<file path="config.mk">
export PLATFORM = sky130hd
export DESIGN_NAME = warmboot_sequencer
export DESIGN_NICKNAME = d
export VERILOG_FILES = /design/src/rtl/warmboot_sequencer.sv
export SDC_FILE = /design/constraint.sdc
export NUM_CORES = 1
export LEC_CHECK = 0
export ABC_AREA = 1
export ABC_CLOCK_PERIOD_IN_PS = 1500
export CORE_AREA = 8 8 89 131
export DETAILED_ROUTE_END_ITERATION = 10
export DIE_AREA = 0 0 97 139
export PLACE_DENSITY_LB_ADDON = 0.08
export SLEW_MARGIN = 15
export SYNTH_ARGS = -nofsm -noshare
export SYNTH_HDL_FRONTEND = slang
export SYNTH_SLANG_ARGS = --single-unit
</file>
<file path="constraint.sdc">
create_clock -name clk -period 1.5 [get_ports clk]
set_input_delay 0.225 -clock clk [delete_from_list [all_inputs] [get_ports clk]]
set_output_delay 0.225 -clock clk [all_outputs]
set_load 0.02 [all_outputs]
</file>
<file path="src/rtl/warmboot_sequencer.sv">
// iCE40 multi-image warm-boot controller: debounced image select, armed countdown, SB_WARMBOOT drive.
// Optional build macro WARMBOOT_SEQ_AUTO_BOOT_EN arms automatically after AUTO_TICKS idle ticks.

module warmboot_debounce #(
    parameter int LOG2 = 16
) (
    input  logic clk,
    input  logic resetn,
    input  logic raw,
    output logic rise
);
    // [0],[1] synchroniser; [2] holds the previous synced level for change detection
    logic [2:0]      sync_pipe;
    logic [LOG2-1:0] stab;
    logic            deb, deb_q;

    always_ff @(posedge clk or negedge resetn) begin
        if (!resetn) begin
            sync_pipe <= '0;
            stab      <= '0;
            deb       <= 1'b0;
            deb_q     <= 1'b0;
            rise      <= 1'b0;
        end else begin
            sync_pipe <= {sync_pipe[1:0], raw};
            if (sync_pipe[1] != sync_pipe[2])
                stab <= '0;
            else if (!(&stab))
                stab <= stab + 1'b1;
            // sample the older tap so a change arriving this cycle can never slip through
            if (&stab)
                deb <= sync_pipe[2];
            deb_q <= deb;
            rise  <= deb & ~deb_q;
        end
    end
endmodule

module warmboot_sequencer #(
    parameter int LOG2DELAY     = 22,
    parameter int DEBOUNCE_LOG2 = 16,
    parameter int ARM_TICKS     = 8,
    parameter int DEFAULT_IMAGE = 0,
    parameter int AUTO_TICKS    = 32
) (
    input  logic       clk,
    input  logic       resetn,
    input  logic       btn_next,
    input  logic       btn_boot,
    output logic       wb_boot,
    output logic       wb_s1,
    output logic       wb_s0,
    output logic [3:0] led_img,
    output logic       led_hb,
    output logic       led_arm
);
    localparam logic [1:0] DEF_IMG    = 2'(DEFAULT_IMAGE);
    localparam logic [3:0] DEF_ONEHOT = 4'b0001 << DEFAULT_IMAGE;
    localparam logic [7:0] ARM_INIT   = 8'(ARM_TICKS);

    if (ARM_TICKS < 1 || ARM_TICKS > 255 || DEFAULT_IMAGE < 0 || DEFAULT_IMAGE > 3 ||
        AUTO_TICKS < 1 || AUTO_TICKS > 65535 || LOG2DELAY < 1 || DEBOUNCE_LOG2 < 1) begin : g_param_err
        $error("warmboot_sequencer: parameter out of range");
    end

    typedef enum logic [1:0] {IDLE, ARM, BOOT} state_t;

    state_t               state, state_nxt;
    logic [1:0]           image, image_nxt;
    logic [7:0]           arm_cnt, arm_cnt_nxt;
    logic [LOG2DELAY-1:0] presc;
    logic                 tick;
    logic [1:0]           btn_raw, btn_rise;
    logic                 next_edge, boot_edge;

    assign tick      = &presc;
    assign btn_raw   = {btn_boot, btn_next};
    assign next_edge = btn_rise[0];
    assign boot_edge = btn_rise[1];

    genvar i;
    for (i = 0; i < 2; i++) begin : g_btn
        warmboot_debounce #(.LOG2(DEBOUNCE_LOG2)) u_deb (
            .clk    (clk),
            .resetn (resetn),
            .raw    (btn_raw[i]),
            .rise   (btn_rise[i])
        );
    end

`ifdef WARMBOOT_SEQ_AUTO_BOOT_EN
    localparam logic [15:0] AUTO_LAST = 16'(AUTO_TICKS - 1);
    logic [15:0] idle_cnt, idle_cnt_nxt;
`endif

    always_comb begin
        state_nxt   = state;
        image_nxt   = image;
        arm_cnt_nxt = arm_cnt;
`ifdef WARMBOOT_SEQ_AUTO_BOOT_EN
        idle_cnt_nxt = idle_cnt;
`endif
        case (state)
            IDLE: begin
                // next and boot together: the incremented image is the one armed
                if (next_edge)
                    image_nxt = image + 2'd1;
                if (boot_edge) begin
                    state_nxt   = ARM;
                    arm_cnt_nxt = ARM_INIT;
                end
`ifdef WARMBOOT_SEQ_AUTO_BOOT_EN
                if (next_edge || boot_edge) begin
                    idle_cnt_nxt = '0;
                end else if (tick) begin
                    if (idle_cnt == AUTO_LAST) begin
                        state_nxt    = ARM;
                        arm_cnt_nxt  = ARM_INIT;
                        idle_cnt_nxt = '0;
                    end else begin
                        idle_cnt_nxt = idle_cnt + 16'd1;
                    end
                end
`endif
            end
            ARM: begin
                // cancel beats the final tick
                if (boot_edge) begin
                    state_nxt = IDLE;
`ifdef WARMBOOT_SEQ_AUTO_BOOT_EN
                    idle_cnt_nxt = '0;
`endif
                end else if (tick) begin
                    arm_cnt_nxt = arm_cnt - 8'd1;
                    if (arm_cnt == 8'd1)
                        state_nxt = BOOT;
                end
            end
            BOOT: ;
            default: state_nxt = IDLE;
        endcase
    end

    always_ff @(posedge clk or negedge resetn) begin
        if (!resetn) begin
            state          <= IDLE;
            image          <= DEF_IMG;
            arm_cnt        <= '0;
            presc          <= '0;
            wb_boot        <= 1'b0;
            {wb_s1, wb_s0} <= DEF_IMG;
            led_img        <= DEF_ONEHOT;
            led_hb         <= 1'b0;
            led_arm        <= 1'b0;
`ifdef WARMBOOT_SEQ_AUTO_BOOT_EN
            idle_cnt       <= '0;
`endif
        end else begin
            state   <= state_nxt;
            image   <= image_nxt;
            arm_cnt <= arm_cnt_nxt;
            presc   <= presc + 1'b1;
            if (tick)
                led_hb <= ~led_hb;
            // BOOT rises a cycle after entry so S1/S0 have already settled
            wb_boot <= (state == BOOT);
            if (state == IDLE)
                {wb_s1, wb_s0} <= image_nxt;
            led_img <= 4'b0001 << image_nxt;
            led_arm <= (state_nxt != IDLE);
`ifdef WARMBOOT_SEQ_AUTO_BOOT_EN
            idle_cnt <= idle_cnt_nxt;
`endif
        end
    end
endmodule

</file>
==> reports/qor.txt <==
WL/cell -> 13.5 µm
Worst skew pair latency -> 0.34 ns
Core ar. -> 0.00985 mm²
Tot GR Track Use -> 14.1%
Synth cell types -> 37
Switch Pwr -> 1.09 mW
IO Count -> 13
Max Freq -> 0.665 GHz
Largest net degree at the start of global routing -> 35
Ys async rst share -> 100%
Multi-input gate area -> 0.00204 mm²
WS Path Type -> flip-flop to flip-flop
Status -> complete, but fails checks
DPL Wire Length -> 6780 µm
Area delta synth->final -> 22.6%
Syn. warnings -> 0
Number of routed nets with antenna violations -> 0
Worst EP arrival -> 1.78 ns
Max_cap viols -> 0
Residual DRC -> 0
Failing checks -> negative setup slack
Pins Over Slew Limit -> 0
Internal Power -> 3.82 mW
Crit Path Max Fanout -> 7
CTS Buffer Depth -> 2
Final Hold Slack -> 0.324 ns
Setup Skew -> 0.00715 ns
Grt total ovfl -> 0
Post-synthesis sequential area ratio -> 50.7%
Final worst path period need -> 1.50 ns
Final Hold Viols -> 0
Syn nets -> 518
Root Driver -> clkbuf_16
Post-Layout Cell Count -> 689
Clk sinks -> 87
Die X-Extent -> 97 µm
Leading cell type in the layout, fill and taps excluded -> nand2_1
Critical path required time -> 1.78 ns
Vias in the first global route -> 3,425
RSZ-0062 raised after global routing -> true
Hold path startpoint -> btn_next
Cell area after synthesis -> 0.00430 mm²
Crit path launch type -> flip-flop
Final setup viols -> 2
Comb pwr share -> 4.7%
Final #Nets -> 576
CTS H-Tree Depth -> 3
Leakage Power -> 2.74 nW
Commonest cells after routing, fill and taps aside -> nand2_1, dfrtp_1, nor2_1
Clock-pin slew on the worst setup and hold paths -> 0.06 ns
Initial DRC Count -> 75
Fin crit share -> 100%
IR drop worst, VDD -> 760 µV
First-pass GRT wire length -> 15,700 µm
Reg2reg start -> presc[1]
Switching share of power -> 22.2%
Gpl congestion -> 0.841
Yosys reg bits -> 87
Placed insts -> 663
Clock power frac -> 46.3%
Initial Utilization -> 43.6%
Critical Path Source -> presc[1]
Ys flop type -> dfrtp_1
Via count -> 3,450
Share of layout cells above drive strength 1 -> 19.6%
Fill cells -> 937
Slew HR -> 73.9%
N_diodes -> 0
Hold Path Class -> primary input to flip-flop
Pwr Density -> 932 mW/mm²
EDFF count, synth -> 0
Worst slew pin tran -> 0.392 ns
Final Worst Setup Slack -> -0.00421 ns
Synthesized instance count -> 509
Register area -> 0.00218 mm²
Die height -> 139 µm
Via/cell ratio -> 5.01
Worst setup EP type -> flip-flop
TritonCTS buffer count -> 9
Final wirelength -> 9330 µm
DRT Pass-1 Iters -> 4
Sequential Power Share -> 48.9%
Port Buffers -> 12
Initial antenna violation count -> 0
Die area -> 0.0135 mm²
Syn avg cell area -> 8.45 µm²
CTS tree -> done
Row count -> 45
[Yosys cell counts, types with 2 or more instances]
| cell type | n | area [µm²] |
|---|---|---|
| ha_1 | 5 | 62.6 |
| nor3_1 | 11 | 55.1 |
| nand2_2 | 7 | 43.8 |
| nor3_2 | 3 | 30.0 |
| nand2_4 | 2 | 22.5 |
| dfrtp_1 | 86 | 2150 |
| nor2_4 | 3 | 33.8 |
| or2_2 | 6 | 37.5 |
| xnor2_1 | 8 | 70.1 |
| o21ai_1 | 3 | 15.0 |
| nand2_1 | 127 | 477 |
| o21ai_0 | 10 | 50.1 |
| nand4_1 | 15 | 93.8 |
| a31o_2 | 2 | 17.5 |
| mux2_2 | 2 | 22.5 |
| xor2_1 | 17 | 149 |
| a21oi_1 | 5 | 25.0 |
| nor2_2 | 5 | 31.3 |
| a31oi_1 | 5 | 31.3 |
| nor3_4 | 2 | 32.5 |
| nor2_1 | 69 | 259 |
| nand3_1 | 50 | 250 |
| o31ai_1 | 2 | 15.0 |
| inv_1 | 51 | 191 |
[final cells by class]
cell class / count / area share, %
Sequential cell: 87 / 41.3
Multi-Input combinational cell: 369 / 38.8
Timing Repair Buffer: 47 / 7.67
Clock buffer: 12 / 4.68
Inverter: 53 / 3.77
Tap cell: 117 / 2.78
Clock inverter: 4 / 1.02
[routing by layer]
layer	wire length [µm]	part of all wire, %	GRT usage, %
met3	202	2.2	2.44
met4	190	2.0	6.35
met5	0	0	0
met1	3910	42	15.4
met2	5020	54	25.7
[critical path, stage by stage (launching register included)]
cell	delay (ns)
dfrtp_1	0.41
ha_4	0.17
nand2_4	0.05
nor2_4	0.13
nand2_4	0.08
nor2_8	0.18
nand3_4	0.14
nand2_4	0.15
nand2_1	0.06
nand2_1	0.06
[path summary, 6_finish.rpt]
| path | end | slack, ns | depth (start not counted) |
|---|---|---|---|
| worst min-delay path | g_btn[0].u_deb.sync_pipe[0] | 0.32 | 1 |
| worst max-delay path | arm_cnt[3] | -0.004 | 9 |
| min in group asynchronous | led_img[2] | 0.36 | 2 |
| worst max register to register | arm_cnt[3] | -0.004 | 9 |
| worst min register to register | g_btn[0].u_deb.sync_pipe[1] | 0.35 | 0 |
| max in group asynchronous | g_btn[1].u_deb.stab[12] | 0.64 | 3 |
[what timing repair did]
item	CTS	global route
hold buffers	1	0
setup buffers	0	7
resized for setup	8	30
pin swaps	1	8
cloned	1	1
endpoints found under the hold margin	24	0
setup endpoints to repair	15	38
[logic make-up (layout without fill, tap and decap cells)]
logic type               after synthesis  after routing  synth area share [%]
AO/OA/AOI/OAI                         29             29                  3.93
XOR/XNOR                              25             25                  5.09
adder cells (fa/ha/maj)                5              5                  1.45
buffers and inverters                 55            116                  4.83
flip-flops                            87             87                  50.7
multiplexers                           2              2                 0.524
AND/OR/NAND/NOR                      306            308                  33.5
[power groups by stage]
stage | Sequential [mW] | Combinational (mW) | Clock (mW)
global route | 2.41 | 0.270 | 2.41
CTS | 2.40 | 0.225 | 2.33
global placement | 2.44 | 0.218 | 0
detailed placement | 2.45 | 0.223 | 0
finish | 2.40 | 0.233 | 2.28
floorplan | 2.45 | 0.0786 | 0
[flip-flops by register name, indices dropped and copies added, names as in the netlist]
signal / flops
led_hb: 1
g_btn.u_deb.stab: 32
g_btn.u_deb.sync_pipe: 6
wb_s1: 1
state: 2
g_btn.u_deb.deb: 2
presc: 22
wb_s0: 1
g_btn.u_deb.rise: 2
g_btn.u_deb.deb_q: 2
led_arm: 1
image: 2
wb_boot: 1
led_img: 4
arm_cnt: 8
[through the flow]
stage          util (%)  power (mW)  setup TNS, ns  area [µm²]  setup slack, ns
3_5_place_dp       48.5        2.67        -0.0934        4780          -0.0261
3_3_place_gp       48.5        2.66              0        4780           0.0358
4_1_cts            51.7        4.96      -0.000197        5100        -0.000197
6_report           53.5        4.91       -0.00713        5270         -0.00421
5_1_grt            53.5        5.09         -0.803        5270          -0.0860
2_1_floorplan         -        2.53              0        4300            0.101
(Power assumes the default switching activity.)
==> variant: new RTL, same settings <==
Register the input `btn_next` before use, with the module's reset. The logic sees it one clock later. The other inputs are not delayed to match.
--- a/src/rtl/warmboot_sequencer.sv
+++ b/src/rtl/warmboot_sequencer.sv
@@ -58,6 +58,16 @@
     localparam logic [3:0] DEF_ONEHOT = 4'b0001 << DEFAULT_IMAGE;
     localparam logic [7:0] ARM_INIT   = 8'(ARM_TICKS);
 
+    logic btn_next_q;
+
+    always_ff @(posedge clk or negedge resetn) begin
+        if (!resetn) begin
+            btn_next_q <= '0;
+        end else begin
+            btn_next_q <= btn_next;
+        end
+    end
+
     if (ARM_TICKS < 1 || ARM_TICKS > 255 || DEFAULT_IMAGE < 0 || DEFAULT_IMAGE > 3 ||
         AUTO_TICKS < 1 || AUTO_TICKS > 65535 || LOG2DELAY < 1 || DEBOUNCE_LOG2 < 1) begin : g_param_err
         $error("warmboot_sequencer: parameter out of range");
@@ -74,7 +84,7 @@
     logic                 next_edge, boot_edge;
 
     assign tick      = &presc;
-    assign btn_raw   = {btn_boot, btn_next};
+    assign btn_raw   = {btn_boot, btn_next_q};
     assign next_edge = btn_rise[0];
     assign boot_edge = btn_rise[1];
 
Behaviour: no difference found for any inputs over 10 cycles, from zero or initial values and one cycle with resetn low; that may be too few to reach the edited logic, so the function may still have changed.
==> variant against the unedited design <==
- setup slack better by 0.064 ns
- clock power fell by 6%
- wire length fell by 7.7%
- final cell count down 3.6%
- cell area shrank 2.4%
- maximum frequency rose by 4.4%
- sequential power rose by 2%
- total power down 2.0%
- synthesized area fell by 0.67%
- sequential cell count is 1 higher
- critical endpoint is now arm_cnt[6]
==> variant: results (changes against the unedited design) <==
{| class="wikitable"
! Metric !! Value
|-
| Fraction of the mapped netlist area in compound gates || 3.808% (-0.12 points)
|-
| Worst slack, placed || 0.003351 ns (+0.02940 ns)
|-
| Clock tree buffer count of the final layout || 10 (-2)
|-
| # nets final || 553 (-4.0%)
|-
| Met1 global-route usage || 15.15% (-0.25 points)
|-
| Multiplexer area fraction after synthesis || 0.5272% (+0.0035 points)
|-
| Sequential portion of the cell area || 42.82% (+1.5 points)
|-
| Total wirelength of the detailed-routed design || 8607 um (-7.7%)
|-
| Global routing usage on met2 || 23.14% (-2.5 points)
|-
| Delay of the slowest critical-path stage || 0.37 ns (-0.04 ns)
|-
| Final clock period utilization by the worst path || 96.03% (-4.2 points)
|-
| Switching pwr || 1.043 mW (-4.5%)
|-
| Post-detailed-placement half-perimeter wirelength || 6297 um (-7.2%)
|-
| Fraction of area in multi-input gates || 37.90% (-0.86 points)
|-
| Buffering overhead || 7.075% (-0.59 points)
|-
| Dominant cells by area after synthesis || dfrtp_1, nand2_1, nand3_1
|-
| Filler cell count || 932 (-0.53%)
|-
| Parity-gate share of the synthesized area counting xor and xnor cells || 6.913% (+1.8 points)
|-
| Total instance count after detailed placement || 646 (-2.6%)
|-
| Routed wire length on met3 || 161 um (-20%)
|-
| Mapped Nets || 503 (-2.9%)
|-
| Detailed-route wire length per cell || 12.96 um (-4.3%)
|-
| Total track usage || 13.28% (-0.82 points)
|-
| Global-route wire length before repair || 15,040 um (-4.4%)
|-
| Combinational group share of total power || 4.9% (+0.2 points)
|-
| Seq_cells || 88 (+1.1%)
|-
| Area after detailed placement || 4752 sq um (-0.65%)
|-
| Outcome || finished, final reports clean
|-
| Total number of multi-input combinational cells || 351 (-4.9%)
|-
| Leakage power || 2.672 nW (-2.5%)
|-
| Clock net power || 2.14 mW (-6%)
|-
| Critical-path maximum fanout || 8 (+1)
|-
| Vias after detailed routing || 3,297 (-4.4%)
|-
| Clock skew || 0.004848 ns (-0.002303 ns)
|-
| Maximum number of pins on one net before global-route repair || 33 (-5.7%)
|-
| GR Util met3 || 1.995% (-0.45 points)
|-
| RD Place Congestion || 0.8003 (-4.8%)
|-
| Arrival time reported for the critical path endpoint || 1.71 ns (-0.07 ns)
|-
| Timing startpoint of the critical path || presc[0]
|-
| Fraction of layout cells with a size suffix above 1 || 17.00% (-2.6 points)
|-
| Fraction of the mapped netlist area in adder cells || 1.465% (+0.0098 points)
|-
| Number of DRC markers in iteration 0 || 105 (+40%)
|-
| Mapped Avg Cell Area || 8.647 sq um (+2.3%)
|-
| Count of inverters not on the clock network in the layout || 54 (+1.9%)
|}
==> variant: cell count changes after synthesis, sizes merged, moves of 2 or more <==
cell | unedited run | this run
nor2 | 78 | 63
nand2 | 136 | 128
a31oi | 5 | 0
nor3 | 16 | 12
xor2 | 17 | 21
a21oi | 5 | 8
xnor2 | 8 | 11
inv | 52 | 54
o21ai | 13 | 15
o31ai | 2 | 0
==> variant: worst min-delay path by stage <==
stage,start,to,slack (ns)
2_1_floorplan,resetn,arm_cnt[0],-0.07
3_3_place_gp,resetn,arm_cnt[2],0.21
3_5_place_dp,resetn,arm_cnt[2],0.22
4_1_cts,btn_next,btn_next_q,0.32
5_1_grt,btn_boot,g_btn[1].u_deb.sync_pipe[0],0.34
6_report,btn_next,btn_next_q,0.33
==> variant: what timing repair did <==
action	4_1_cts	5_1_grt
hold buffers	1	0
hold endpoints to repair	27	0
resized for setup	9	24
gates cloned	0	1
pin swaps	0	6
setup buffers	0	2
setup endpoints to repair	15	27
